--- src/rtl/cruise_setpoint_controller.sv ---
// rtl/cruise_setpoint_controller.sv - button sequencing FSM driving the cruise setpoint up/down counter
module cruise_setpoint_controller #(
    parameter int WIDTH    = 3,
    parameter int STEP_DIV = 4
) (
    input  logic             clk,
    input  logic             rst_n,
    input  logic             cruise_on,
    input  logic             set_btn,
    input  logic             resume_btn,
    input  logic             accel_btn,
    input  logic             decel_btn,
    input  logic             max_btn,
    input  logic             brake,
    input  logic [WIDTH-1:0] speed_in,
    output logic             cnt_enable,
    output logic             cnt_mode,
    output logic             cnt_clear,
    output logic             cnt_preset,
    output logic [1:0]       state,
    output logic             cruise_active
);

    localparam logic [1:0] S_OFF     = 2'b00;
    localparam logic [1:0] S_STANDBY = 2'b01;
    localparam logic [1:0] S_ACTIVE  = 2'b10;
    localparam logic [1:0] S_SUSPEND = 2'b11;

    localparam int             PW        = (STEP_DIV > 2) ? $clog2(STEP_DIV) : 1;
    localparam logic [PW-1:0]  RELOAD    = PW'(STEP_DIV - 1);
    localparam logic [WIDTH-1:0] MAX_SPEED = '1;

    logic [1:0]    nxt_state;
    logic          set_q, resume_q, accel_q, decel_q, max_q;
    logic [PW-1:0] pcnt, nxt_pcnt;
    logic          nxt_en, nxt_mode, nxt_clr, nxt_pre;
    logic          set_edge, resume_edge, max_edge, press, eligible, step_slot, holdoff;

    assign set_edge    = set_btn & ~set_q;
    assign resume_edge = resume_btn & ~resume_q;
    assign max_edge    = max_btn & ~max_q;
    assign press       = (accel_btn & ~decel_btn & ~accel_q) | (decel_btn & ~accel_btn & ~decel_q);
    assign eligible    = (state == S_ACTIVE) & cruise_on & ~brake & (accel_btn ^ decel_btn);
    // A slot fires on the press edge and whenever the prescaler runs out; saturated slots still count.
    assign step_slot   = eligible & (press | (pcnt == '0));
    assign nxt_pcnt    = (!eligible || step_slot) ? RELOAD : pcnt - 1'b1;
    assign holdoff     = cnt_enable | cnt_clear | cnt_preset;
    assign cruise_active = (state == S_ACTIVE);

    always_ff @(posedge clk or negedge rst_n) begin
        if (!rst_n) begin
            state <= S_OFF;
        end else begin
            state <= nxt_state;
        end
    end

    always_comb begin
        nxt_state = state;
        if (!cruise_on) begin
            nxt_state = S_OFF;
        end else begin
            case (state)
                S_OFF:     nxt_state = S_STANDBY;
                S_STANDBY: if (!brake && set_edge) nxt_state = S_ACTIVE;
                S_ACTIVE:  if (brake) nxt_state = S_SUSPEND;
                S_SUSPEND: if (!brake && (set_edge || resume_edge)) nxt_state = S_ACTIVE;
                default:   nxt_state = S_OFF;
            endcase
        end
    end

    always_comb begin
        nxt_en   = 1'b0;
        nxt_mode = 1'b0;
        nxt_clr  = 1'b0;
        nxt_pre  = 1'b0;
        if (!cruise_on) begin
            nxt_clr = (state != S_OFF);
        end else if (state == S_OFF) begin
            nxt_clr = 1'b1;
        end else if (state == S_ACTIVE && !brake) begin
            if (max_edge) begin
                nxt_pre = 1'b1;
            end else if (step_slot && (decel_btn ? (speed_in != '0) : (speed_in != MAX_SPEED))) begin
                nxt_en   = 1'b1;
                nxt_mode = decel_btn;
            end
        end
        // One quiet cycle after every command so the next decision sees the updated counter.
        if (holdoff) begin
            nxt_en   = 1'b0;
            nxt_mode = 1'b0;
            nxt_clr  = 1'b0;
            nxt_pre  = 1'b0;
        end
    end

    always_ff @(posedge clk or negedge rst_n) begin
        if (!rst_n) begin
            cnt_enable <= 1'b0;
            cnt_mode   <= 1'b0;
            cnt_clear  <= 1'b0;
            cnt_preset <= 1'b0;
            pcnt       <= '0;
            set_q      <= 1'b0;
            resume_q   <= 1'b0;
            accel_q    <= 1'b0;
            decel_q    <= 1'b0;
            max_q      <= 1'b0;
        end else begin
            cnt_enable <= nxt_en;
            cnt_mode   <= nxt_mode;
            cnt_clear  <= nxt_clr;
            cnt_preset <= nxt_pre;
            pcnt       <= nxt_pcnt;
            set_q      <= set_btn;
            resume_q   <= resume_btn;
            accel_q    <= accel_btn;
            decel_q    <= decel_btn;
            max_q      <= max_btn;
        end
    end

endmodule

--- config.mk ---
export PLATFORM = sky130hd
export DESIGN_NAME = cruise_setpoint_controller
export DESIGN_NICKNAME = d
export VERILOG_FILES = /design/src/rtl/cruise_setpoint_controller.sv
export SDC_FILE = /design/constraint.sdc
export NUM_CORES = 1
export LEC_CHECK = 0
export CAP_MARGIN = 20
export CORE_AREA = 2 2 41 43
export CTS_CLUSTER_DIAMETER = 40
export DETAILED_ROUTE_END_ITERATION = 7
export DIE_AREA = 0 0 43 45
export GPL_ROUTABILITY_DRIVEN = 1
export PLACE_DENSITY = 0.73
export SETUP_SLACK_MARGIN = 0.1
export SYNTH_ARGS = -nofsm -noshare
export SYNTH_HDL_FRONTEND = slang
export SYNTH_SLANG_ARGS = --single-unit
--- constraint.sdc ---
create_clock -name clk -period 1.45 [get_ports clk]
set_input_delay 0.2175 -clock clk [delete_from_list [all_inputs] [get_ports clk]]
set_output_delay 0.2175 -clock clk [all_outputs]
set_load 0.005 [all_outputs]
# Word level (Yosys, flattened, before mapping)
# Cells that the tools add are included.
# classes
addsub	1
eq_ne	7
mux	27
n_bitwise	24
reduce_logical	13
# op_table
operator	count
1-bit two-way mux	21
3-bit inequality test (second input constant)	4
1-bit AND	11
2-bit two-way mux	5
1-bit inverter	8
2-bit one-hot mux with 4 select lines	1
2-bit == test (second input constant)	2
1-bit logical AND	4
2-bit zero test	2
1-bit bitwise OR	4
3-bit AND reduction	1
3-bit nonzero test	1
2-bit by 1-bit == test with 1-bit output (second input constant)	1
1-bit zero test	2
1-bit logical OR	2
2-bit nonzero test	1
2-bit by 1-bit subtractor with 2-bit output (second input constant)	1
1-bit bitwise XOR	1
# totals
reg_bits	13
inputBits	12
out_inout_bits	7

# Depth between registers and ports, before layout
# logic_depth
depth_word	13
mapped_depth	4
mapped_depth_nobuf	4

# Worst setup path before layout
# OpenSTA, ideal clock, no wires.
# synth_timing
path_type	register to register
start	reg state[0]
end	reg cnt_clear
setup_ns	0.119
arrival_ns	1.089
required_ns	1.331
slack_ns	0.242
stages_incl_launch_ff	4
path_buffers	0
period_less_slack_ns	1.208
cell_sequence	dfrtp_1 -> or2_2 -> ha_1 -> and2_1
# synth_between
elab_chain_len	4
# synth_rtl
element	line	rtl
from (decl)	20	output logic [1:0] state,
from (signal assigned)	54	state <= nxt_state;
2-bit zero test	80	end else if (state == S_OFF) begin
1-bit two-way mux	80	
1-bit two-way mux (*)	78	if (!cruise_on) begin
1-bit two-way mux (*)	91	if (holdoff) begin
net nxt_clr	36	logic nxt_en, nxt_mode, nxt_clr, nxt_pre;
to (signal assigned)	114	cnt_clear <= nxt_clr;
to (decl)	18	output logic cnt_clear,
# Mark *: on every way through the listed nets, which the timed path passes. The rest lies on a longest branch.
# A chain may end at the register's enable or synchronous reset.

# Worst setup path after layout
# layout_timing
start	reg state[1]
end	reg cnt_clear
# Same word-level chain as after synthesis.

==> summary.md <==
| Metric | Value |
|---|---|
| Worst hold stages | 1 |
| Number of diodes | 0 |
| Syn nets | 70 |
| Max Slew Vio Count | 0 |
| Cells taking the most area after synthesis | dfrtp_1, ha_1, inv_1 |
| Final WS setup | approximately 0.15 ns |
| Worst endpoint data arrival time | approximately 1.5 ns |
| Global-route wire length before repair | around 2200 um |
| Power per cell area | between 900 and 1000 nW/um2 |
| Worst r2r dst | cnt_clear$_DFF_PN0_ |
| Post-Route WL | 1290 um |
| Post-CTS Hold Buffers | 0 |
| Slew headroom | about four fifths |
| Die Footprint | ~1900 um2 |
| Max Clock Skew | approximately 0.002 ns |
| Dpl ws | -0.181 ns |
| Synth Register Bits | 13 |
| CP Class | flop to flop |
| Final Cycle Share | about 90% |
| Mean area per synthesized cell | roughly 11 um2 |
| IO Port Bufs | 18 |
| Ports | 19 |
| Fmax | 770 MHz |
| Area of the multi-input gates | between 200 and 300 um2 |
| Via count | about 520 |
| Initial DRC count | 0 |
| Reg2Reg Setup Slack | ~0.15 ns |
| Wire length per cell | 12.2 um |
| Largest net degree at the start of global routing | 14 |
| Core Rows | 14 |
| Vias per cell | ~4.9 |
| Req. time, crit path | roughly 1.6 ns |
| Critical R2R Launch | state[1]$_DFFE_PN0P_ |
| Synth unique cells | 22 |
| RSZ-0062 raised after global routing | yes |
| Sequential cell area | 327 um2 |
| Gr usage total | around 16% |
| Fin. Hold Viols | 0 |
| Worst Hold Launch | accel_btn |
| CTS tree | yes |
| End-of-flow core utilization | 67.2% |
| Status | finished, final reports clean |
| Area grow syn2layout | 59.6% |
| Post-Syn Instances | 54 |
| Hold WC Path Type | input pin to flop |
| Worst-Skew Late Latency | around 0.27 ns |
| Core area | 1470 um2 |
| CTS buffer count | 3 |
| Filler cells | ~130 |
| Worst Max-Slew Pin Slew | approximately 0.28 ns |
| Worst setup SP type | flop |
| Die X-Extent | ~43 um |
| Root buf cell | clkbuf_4 |
| Largest regs | pcnt (2), state (2) |
| # DRC | 0 |
| Commonest non-fill, non-tap cells in the layout | dfrtp_1, buf_4, clkdlybuf4s50_1 |
| Initial antenna violation count | 0 |
| Mapped cell area | approximately 620 um2 |
| H-tree levels | 1 |
| Layout Nets | roughly 110 |
| Reg clk slew, reported paths | ~0.07 ns |
| Grt ovf | 0 |
| GPL Wtd Cong | 0.759 |
| Cell taking the most area after synthesis | dfrtp_1 |
| Antenna viol nets, final | 0 |
| Worst-path fanout max | 4 |
| Layout cells sized above 1 | between 30% and 40% |
| Synthesis Warnings | 0 |
| Starting utilization of the core area | between 40 and 50% |
| Share of the synthesized area in the top cell type | a little over half |
| Longest Clk Path Bufs | 2 |
| Minimum clock period | 1.30 ns |
| 1st-pass router iterations | 1 |
| IR drop worst, VDD | 670 uV |
| Post-synthesis sequential area ratio | a little over half |
| Final setup violation count | 0 |
| CTS sink count | 13 |
| Crit end category | flop |
| Max Cap Viol | 0 |
| Vias in the first global route | 543 |
| Hold EP | accel_q$_DFF_PN0_ |
| Leakage | approximately 0.00051 uW |
| Detailed Place HPWL | 915 um |
| Power, Total | slightly above 900 uW |
| FF-to-FF path depth | 5 |
| Commonest non-fill, non-tap cell in the layout | dfrtp_1 |
| Die Y | ~45 um |
## power by group
group,switching [uW],total [uW],internal [uW]
Clock,112,218,107
Combinational,113,294,182
Sequential,17.8,409,391
## cells by family (layout without fill, tap and decap cells)
family          count (synthesis)  after routing  share of synthesized area [%]
buf+inv                         9             45                           5.45
mux                             1              1                           1.62
fa+ha+maj                       4              4                           8.08
simple gates                   21             21                           22.8
compound gates                  6              6                           9.50
flops                          13             13                           52.5
## worst max-delay path, cell delays in order, from the launching register on
cell and delay (ns):
dfrtp_1 0.40, buf_6 0.13, buf_6 0.11, or2_4 0.23, ha_4 0.20, and2_1 0.13
## stage by stage
stage	instances	area (um2)	hold WS, ns	setup TNS, ns
final	106	988	0.119	0
after global placement	96	880	0.443	-0.544
after global routing	106	988	0.130	0
after detailed placement	96	880	0.446	-0.640
after CTS	104	931	0.244	0
after floorplan	54	619	-0.0781	0
## cell usage after synthesis
master    instances
nor3_1            2
mux2i_1           1
nand2b_1          2
a31oi_1           1
nor4_2            1
nand4b_1          2
ha_1              4
or2_2             1
a221oi_1          1
o41ai_1           1
a221oi_2          1
a211oi_2          1
and4bb_1          1
a21o_1            1
dfrtp_1          13
and2_1            1
nor2b_1           1
and4bb_2          2
nor2_1            4
nand2_1           2
inv_1             9
nand3_1           2
## what timing repair did
item | CTS | global route
resized for setup | 6 | 14
pin swaps | 0 | 2
buffers inserted | 4 | 2
gates cloned | 0 | 0
endpoints found under the setup margin | 5 | 8
## routing by layer
layer  vias to the layer above  part of all wire (%)  GRT usage [%]  routed length, um
li1                        263                     -              -                  -
met3                         2                   7.4           2.80                 96
met2                        19                    50           26.7                644
met4                         0                   1.3           11.5                 17
met1                       237                    41           19.3                535
met5                         -                     0              0                  0
## area by class of cell
cell class | instances | share of cell area (%)
inverter | 9 | 3.42
sequential | 13 | 33.0
clock buffer | 4 | 2.66
tap | 16 | 2.03
timing repair buffer | 32 | 29.7
multi-input combinational | 32 | 29.1
## worst max-delay path by stage
stage / end / slack [ns] / depth (start not counted) / start
after floorplan: cnt_clear$_DFF_PN0_ / 0.24 / 3 / state[0]$_DFFE_PN0P_
after global placement: pcnt[0]$_DFF_PN0_ / -0.14 / 6 / decel_btn
after detailed placement: cnt_mode$_DFF_PN0_ / -0.18 / 5 / accel_btn
after CTS: cnt_clear$_DFF_PN0_ / 0.04 / 5 / state[1]$_DFFE_PN0P_
after global routing: state[1]$_DFFE_PN0P_ / 0.08 / 5 / state[1]$_DFFE_PN0P_
final: cnt_clear$_DFF_PN0_ / 0.15 / 5 / state[1]$_DFFE_PN0P_
Note: power is estimated with default switching activity, not from simulation.
